[config.mk]
export PLATFORM = sky130hd
export DESIGN_NAME = inject_scheduler_5
export DESIGN_NICKNAME = d
export VERILOG_FILES = /design/src/rtl/inject_scheduler_5.sv
export SDC_FILE = /design/constraint.sdc
export NUM_CORES = 1
export LEC_CHECK = 0
export ABC_AREA = 1
export ABC_CLOCK_PERIOD_IN_PS = 3400
export BUFFER_PORTS_ARGS = -buffer_cell sky130_fd_sc_hd__buf_2
export CORE_MARGIN = 2
export CORE_UTILIZATION = 25
export CTS_CLUSTER_SIZE = 8
export DETAILED_ROUTE_END_ITERATION = 10
export HOLD_SLACK_MARGIN = 0.02
export PLACE_DENSITY_LB_ADDON = 0.08
export SLEW_MARGIN = 30
export SYNTH_ARGS = -nofsm -noshare
export SYNTH_HDL_FRONTEND = slang
export SYNTH_SLANG_ARGS = --single-unit
[constraint.sdc]
create_clock -name clk -period 3.4 [get_ports clk]
set_input_delay 0.17 -clock clk [delete_from_list [all_inputs] [get_ports clk]]
set_output_delay 0.17 -clock clk [all_outputs]
set_load 0.02 [all_outputs]
[src/rtl/inject_scheduler_5.sv]
// Traffic-injection scheduler: queues (router, payload) requests and replays each one on a
// single router input for HOLD cycles, followed by GAP forced-idle cycles.
module inject_scheduler_5 #(
  parameter int unsigned N2    = 7,
  parameter int unsigned DEPTH = 8,
  parameter int unsigned HOLD  = 4,
  parameter int unsigned GAP   = 2
) (
  input  logic          clk,
  input  logic          rst,
  input  logic          push,
  input  logic [2:0]    push_router,
  input  logic [N2-2:0] push_data,
  input  logic          start,
  output logic [N2-1:0] out_router1,
  output logic [N2-1:0] out_router2,
  output logic [N2-1:0] out_router3,
  output logic [N2-1:0] out_router4,
  output logic [N2-1:0] out_router5,
  output logic          full,
  output logic          empty,
  output logic          busy,
  output logic [7:0]    sent_count,
  output logic          err_overflow,
  output logic          err_range
);

  localparam int unsigned AW   = (DEPTH > 1) ? $clog2(DEPTH) : 1;
  localparam int unsigned CntW = $clog2(HOLD + GAP + 1);
  localparam logic [AW:0] FullCnt = (AW + 1)'(DEPTH);

  typedef enum logic [1:0] {StIdle, StHold, StGap} state_e;

  state_e               state_q;
  logic [2:0]           rmem [DEPTH];
  logic [N2-2:0]        dmem [DEPTH];
  logic [AW-1:0]        wr_ptr_q, rd_ptr_q;
  logic [AW:0]          count_q;
  logic [CntW-1:0]      cnt_q;
  logic [2:0]           cur_router_q;
  logic [N2-2:0]        cur_data_q;
  logic [4:0][N2-1:0]   out_q;
  logic [7:0]           sent_q;
  logic                 err_overflow_q, err_range_q;
  logic                 range_bad, push_ok, pop;

  assign full      = (count_q == FullCnt);
  assign empty     = (count_q == '0);
  assign busy      = (state_q != StIdle);
  assign range_bad = (push_router > 3'd4);
  assign push_ok   = push && !full && !range_bad;
  assign pop       = (state_q == StIdle) && start && !empty;

  assign out_router1  = out_q[0];
  assign out_router2  = out_q[1];
  assign out_router3  = out_q[2];
  assign out_router4  = out_q[3];
  assign out_router5  = out_q[4];
  assign sent_count   = sent_q;
  assign err_overflow = err_overflow_q;
  assign err_range    = err_range_q;

  // Entry storage carries no reset; pointers and occupancy define what is live.
  always_ff @(posedge clk) begin
    if (push_ok) begin
      rmem[wr_ptr_q] <= push_router;
      dmem[wr_ptr_q] <= push_data;
    end
  end

  always_ff @(posedge clk) begin
    if (rst) begin
      wr_ptr_q       <= '0;
      rd_ptr_q       <= '0;
      count_q        <= '0;
      err_overflow_q <= 1'b0;
      err_range_q    <= 1'b0;
    end else begin
      if (push_ok) wr_ptr_q <= wr_ptr_q + 1'b1;
      if (pop)     rd_ptr_q <= rd_ptr_q + 1'b1;
      if (push_ok && !pop)      count_q <= count_q + 1'b1;
      else if (pop && !push_ok) count_q <= count_q - 1'b1;
      // A full FIFO rejects the push even when a pop frees a slot on the same edge.
      if (push && full)      err_overflow_q <= 1'b1;
      if (push && range_bad) err_range_q    <= 1'b1;
    end
  end

  always_ff @(posedge clk) begin
    if (rst) begin
      state_q      <= StIdle;
      cnt_q        <= '0;
      cur_router_q <= '0;
      cur_data_q   <= '0;
      out_q        <= '0;
      sent_q       <= '0;
    end else begin
      // Output words trail the state by one cycle, giving the two-cycle push-to-inject latency.
      for (int i = 0; i < 5; i++) begin
        out_q[i] <= (state_q == StHold && cur_router_q == 3'(i)) ? {1'b1, cur_data_q} : '0;
      end
      unique case (state_q)
        StIdle: begin
          if (pop) begin
            cur_router_q <= rmem[rd_ptr_q];
            cur_data_q   <= dmem[rd_ptr_q];
            cnt_q        <= CntW'(HOLD - 1);
            state_q      <= StHold;
          end
        end
        StHold: begin
          if (cnt_q == '0) begin
            sent_q <= sent_q + 8'd1;
            if (GAP > 0) begin
              cnt_q   <= CntW'(GAP - 1);
              state_q <= StGap;
            end else begin
              state_q <= StIdle;
            end
          end else begin
            cnt_q <= cnt_q - 1'b1;
          end
        end
        StGap: begin
          if (cnt_q == '0) state_q <= StIdle;
          else             cnt_q   <= cnt_q - 1'b1;
        end
        default: state_q <= StIdle;
      endcase
    end
  end

endmodule
==> results of run 1 <==
state kept, by name, summed over array words and instances, names as in the netlist:
register / cells
wr_ptr_q: 3
err_range: 1
out_router5: 7
sent_count: 8
rmem: 24
out_router3: 7
out_router4: 7
rd_ptr_q: 3
err_overflow: 1
count_q: 4
state_q: 2
cur_data_q: 6
dmem: 48
out_router1: 7
cur_router_q: 3
cnt_q: 3
out_router2: 7
power by group through the flow:
stage | registers, mW | logic, mW | clock network, mW
after floorplan | 2.04 | 0.912 | 0
after global placement | 2.03 | 1.24 | 0
after detailed placement | 2.03 | 1.25 | 0
after CTS | 2.00 | 1.26 | 1.76
after global routing | 2.02 | 1.42 | 1.84
final | 2.00 | 1.23 | 1.71
worst max-delay path: cells and delay by family, from the launching register on:
kind                     cells  cell delay (ns)
buffers and inverters        3             0.23
adder cells (fa/ha/maj)      3             0.78
flip-flops                   1             0.36
AND/OR/NAND/NOR              7             0.91
AO/OA/AOI/OAI                1             0.11
through the flow:
step           power [mW]  instance area, um2  std cells   util
2_1_floorplan        2.95                5650        601      -
3_3_place_gp         3.27                6270        935  0.285
3_5_place_dp         3.29                6270        935  0.285
4_1_cts              5.02                6820        967  0.309
5_1_grt              5.27                6820        967  0.310
6_report             4.94                6820        967  0.310
cell type report:
cell class | count | area (um2)
fillers | 2373 | 15200
flip-flops and latches | 141 | 3540
multi-input cells | 339 | 1610
clock buffers | 18 | 439
inverters | 105 | 394
repair buffers | 70 | 375
well taps | 280 | 350
clock inverters | 14 | 106
layout by cell type, fill, tap and decap left out, drive strengths merged:
cell type,count
o21a,3
clkbuf,18
clkinv,8
a21boi,1
a21oi,23
o21ai,13
xor2,3
nor2,57
o21bai,1
nor3,9
and3,2
edfxtp,72
fa,1
or2,1
o211ai,1
nand4,1
buf,70
nand2,143
dfxtp,69
ha,12
inv,111
nand3,68
metal layers:
layer | up-vias | global-route usage
li1 | 2057 | -
met1 | 1836 | 0.162
met2 | 80 | 0.193
met3 | 12 | 0.0314
met4 | 0 | 0.0410
met5 | - | 0
final timing paths:
path | startpoint | end | slack (ns)
max | state_q[0] | count_q[3] | 0.95
min | push_data[4] | dmem[4][4] | 0.04
max reg2reg | state_q[0] | count_q[3] | 0.95
min reg2reg | err_range | err_range | 0.47
cell families after synthesis:
group | after synthesis | synth area share
simple gates | 281 | 0.210
flops | 141 | 0.628
buf+inv | 121 | 0.0875
compound gates | 42 | 0.0399
fa+ha+maj | 13 | 0.0301
xor+xnor | 3 | 0.00466
==> results.yml, run 1 <==
cells_and_area:
  areaGrowthSynthToFinish_pct: 20.8
  num-nets-final: 700
  drive_gt1_frac: 0.163
  diodes: 0
drt:
  viasPerCell: 4.12
  vias: 3985
  wl_um: 13700
  antenna_left: 0
  drc: 0
  drt_iter0_drc: 236
  drtPass1Iterations: 4
  top_layer: "met4"
  met3_length_um: 651
  m1WireLength_um: 6630
  drt-wirelength-per-cell_um: 14.2
  wl_met2_um: 6290
power_and_ir_drop:
  net-switching-power_mw: 1.68
  clock_power_share: 0.347
  seqPwrFrac: 0.404
  leakage_nw: 3.01
  p_per_area_nw_per_um2: 725
  peakVddDrop_mv: 0.293
  pwr-share-comb: 0.249
  power.internal_mw: 3.26
  swShare: 0.340
timing:
  rsz0062_at_grt: "no"
  setup_violations: 0
  setup-tns-final_ns: 0
  final.min_clock_period_ns: 2.45
  hold_viol: 0
  clock_skew_ns: 0.00763
  fin_worst_hold_slack_ns: 0.0423
  drv_slew: 0
  min_period_over_period: 0.722
  relSlewSlack: 0.552
  tightestPinTransition_ns: 0.671
  fin_ws_ns: 0.946
  max_freq_mhz: 407
yosys:
  yosys.area.top_type: "edfxtp_1"
  synth.top_cell.area_share: 0.383
  ys_seq_elements: 141
  avgSynthCellArea_um2: 9.39
  synthFlopType: "edfxtp_1"
  yosysWarnings: 0
  syn_nets: 627
  async_flop_share: 0
  yosys-top-cells-count: "nand2_1, inv_1, edfxtp_1"
  synth_edf_count: 72
  synth_area_leaders: "edfxtp_1, dfxtp_1, nand2_1"
  syn_inst: 601
  synth.most_common_cell: "nand2_1"
  synth_cell_types: 28
  yosysSeqAreaShare: 0.628
  synth_area_um2: 5650
global_routing:
  grt_pass1_vias: 3964
  grt-ovfl-total: 0
  track_usage: 0.121
  grt_max_degree: 39
  grt_pass1_wl_um: 22000
  antenna_found_initial: 0
placed_design:
  place_congestion: 0.787
  pre_cts_slack_ns: 0.920
  io_buffers: 60
  hpwl_um: 9110
floorplan:
  row_count: 54
  fp.dieArea_um2: 23800
  die-height_um: 154
  design.portCount: 61
  fp.dieW_um: 154
  coreArea_um2: 22000
  start_util: 0.256
clock_tree:
  clk_path_buf_depth: 2
  clk_pin_slew_ns: 0.06
  cts_made_buffers: 17
  post_cts_buffers: 0
  clk_latency_ns: 0.41
  cts_hold_buf: 0
  post_cts_resized: 0
  cts_tree: "built"
  cts_sinks: 141
  htree_levels: 4
  cts_root_buf: "clkbuf_16"
worst_setup_path:
  cp_max_fo: 17
  crit_chain: "inv_1, ha_1, nand2_1, inv_1, nand2_2, ha_1, inv_1, ha_1, or2_2, nand2_1, nand3_1, nand2_1, nand2_1, a21oi_1"
  crit_slowest_cell: "dfxtp_1"
  max_stage_delay_ns: 0.36
  rr_worst_depth: 14
  crit_type: "register to register"
  worst_ep_required_time_ns: 3.75
  cp-end-kind: "register"
  cp_common_cell: "nand2_1"
  startpoint_type: "register"
  arrival_ns: 2.80
status:
  status: "finished, final reports clean"
min_path:
  min_path_type: "input pin to register"
  min_path_cells: 1
run:
  drv_cap: 0
No activity file was read; power rests on OpenSTA's default activity.
==> run 2, diff against run 1 <==
--- a/config.mk
+++ b/config.mk
@@ -6,7 +6,7 @@
 export NUM_CORES = 1
 export LEC_CHECK = 0
 export ABC_AREA = 1
-export ABC_CLOCK_PERIOD_IN_PS = 3400
+export ABC_CLOCK_PERIOD_IN_PS = 2130
 export BUFFER_PORTS_ARGS = -buffer_cell sky130_fd_sc_hd__buf_2
 export CORE_MARGIN = 2
 export CORE_UTILIZATION = 25
==> constraint.sdc (replaced) <==
create_clock -name clk -period 2.13 [get_ports clk]
set_input_delay 0.1065 -clock clk [delete_from_list [all_inputs] [get_ports clk]]
set_output_delay 0.1065 -clock clk [all_outputs]
set_load 0.02 [all_outputs]
==> run 2 against run 1 <==
Net effect: cell area grew 4.6%; worst hold slack gained 0.021 ns; global-route usage grew 0.055 points; die area is the same; worst setup slack lost 0.78 ns; sequential power grew 60%; via count grew 1.8%.
==> results.yml, run 2 (same netlist as run 1, synthesis figures left out) <==
status:
  status: "finished, final reports clean"
timing:
  drv_slew: 0
  max_freq_mhz: 508
  clock_skew_ns: 0.0173
  hold_viol: 0
  tightestPinTransition_ns: 0.399
  min_period_over_period: 0.924
  relSlewSlack: 0.732
  setup_violations: 0
  final.min_clock_period_ns: 1.97
  fin_ws_ns: 0.163
clock_tree:
  cts_tree: "built"
  cts_sinks: 141
  clk_latency_ns: 0.42
  cts_made_buffers: 17
  clk_pin_slew_ns: 0.07
  htree_levels: 4
  clk_path_buf_depth: 2
  cts_root_buf: "clkbuf_16"
floorplan:
  fp.dieW_um: 154
  coreArea_um2: 22000
  fp.dieArea_um2: 23800
  start_util: 0.256
  row_count: 54
  design.portCount: 61
  die-height_um: 154
worst_setup_path:
  cp_common_cell: "nand2_1"
  cp-end-kind: "register"
  crit_chain: "inv_2, ha_2, nand2_1, inv_1, nand2_2, ha_4, inv_2, ha_1, or2_2, nand2_1, nand3_1, nand2_1, nand2_1, a21oi_1"
  crit_type: "register to register"
  worst_ep_required_time_ns: 2.49
  max_stage_delay_ns: 0.33
  arrival_ns: 2.33
  crit_slowest_cell: "dfxtp_2"
  cp_max_fo: 4
  startpoint_type: "register"
run:
  drv_cap: 0
cells_and_area:
  drive_gt1_frac: 0.192
  areaGrowthSynthToFinish_pct: 26.3
  layout_common_cells: "nand2_1, inv_1, edfxtp_1"
  fillCellCount: 2289
  fin_util: 0.324
  diodes: 0
  num-nets-final: 722
  top_register: "dmem"
  largest_reg_flops: 48
  layout_commonest_cell: "nand2_1"
placed_design:
  hpwl_um: 9310
  place_congestion: 0.766
  io_buffers: 60
  pre_cts_slack_ns: 0.0369
power_and_ir_drop:
  seqPwrFrac: 0.376
  p_per_area_nw_per_um2: 1190
  swShare: 0.326
  leakage_nw: 3.16
  net-switching-power_mw: 2.78
  power.internal_mw: 5.73
  pwr-share-comb: 0.248
  peakVddDrop_mv: 0.474
  clock_power_share: 0.377
global_routing:
  grt-ovfl-total: 0
  track_usage: 0.122
  grt_max_degree: 22
  grt_pass1_vias: 4053
  grt_pass1_wl_um: 22300
  antenna_found_initial: 0
drt:
  antenna_left: 0
  wl_um: 13800
  drtPass1Iterations: 4
  vias: 4055
  viasPerCell: 4.10
  drc: 0
  drt_iter0_drc: 234
  drt-wirelength-per-cell_um: 13.9
min_path:
  min_path_type: "input pin to register"
==> run 2: cell count changes in the layout (fill, tap and decap cells not counted), sizes merged <==
| cell | previous run | this run |
|---|---|---|
| dlygate4sd3 | 0 | 7 |
| clkinv | 8 | 4 |
| buf | 70 | 84 |
| inv | 111 | 112 |
| dlymetal6s4s | 0 | 1 |
| bufinv | 0 | 3 |
==> run 2: timing repair <==
action / 4_1_cts / 5_1_grt
hold endpoints to repair: 64 / 0
resized for setup: 0 / 11
hold buffers: 8 / 0
endpoints found under the setup margin: 0 / 1
buffers inserted: 0 / 1
==> run 2: path summary, 6_finish.rpt <==
check / start / end / slack, ns / depth (start not counted)
worst max-delay path: state_q[1] / count_q[3] / 0.16 / 14
worst min-delay path: push_router[0] / rmem[2][0] / 0.06 / 2
worst max register to register: state_q[1] / count_q[3] / 0.16 / 14
worst min register to register: cur_data_q[5] / cur_data_q[5] / 0.47 / 2
==> run 2: power groups by stage <==
stage	clock network (mW)	registers (mW)	logic, mW
final	3.21	3.19	2.11
after global routing	3.41	3.22	2.44
after CTS	3.29	3.19	2.10
after detailed placement	0	3.25	2.08
after global placement	0	3.24	2.08
after floorplan	0	3.26	1.47
==> run 2: final cells by class <==
class	instances	area, um2	share of cell area
Sequential cell	141	3550	0.498
Clock buffer	18	450	0.0632
Inverter	105	394	0.0553
Tap cell	280	350	0.0491
Timing Repair Buffer	92	566	0.0793
Clock inverter	14	191	0.0269
Multi-Input combinational cell	339	1630	0.229
==> run 2: stage by stage <==
stage                     power (mW)  setup TNS [ns]  instance area [um2]  instances  hold WS, ns
after floorplan                 4.72               0                 5650        601        0.205
after global placement          5.31               0                 6380        949        0.388
after detailed placement        5.32               0                 6380        949        0.399
after CTS                       8.58               0                 7100        989       0.0350
after global routing            9.07        -0.00900                 7130        989       0.0538
final                           8.51               0                 7130        989       0.0629
==> run 2: metal layers <==
layer,wire length (um),vias up,GRT usage,part of all wire
met5,0,-,0,0
met4,143,0,0.0428,0.010
met3,413,8,0.0305,0.030
met2,6290,60,0.191,0.46
met1,6950,1884,0.165,0.50
li1,-,2103,-,-
==> run 2: worst max-delay path, delay by kind of cell, from the launching register on <==
family,cells,cell delay [ns]
DFF,1,0.33
adders and majority gates,3,0.59
buffers and inverters,3,0.21
and+or+nand+nor,7,0.67
AOI/OAI and AO/OA,1,0.10
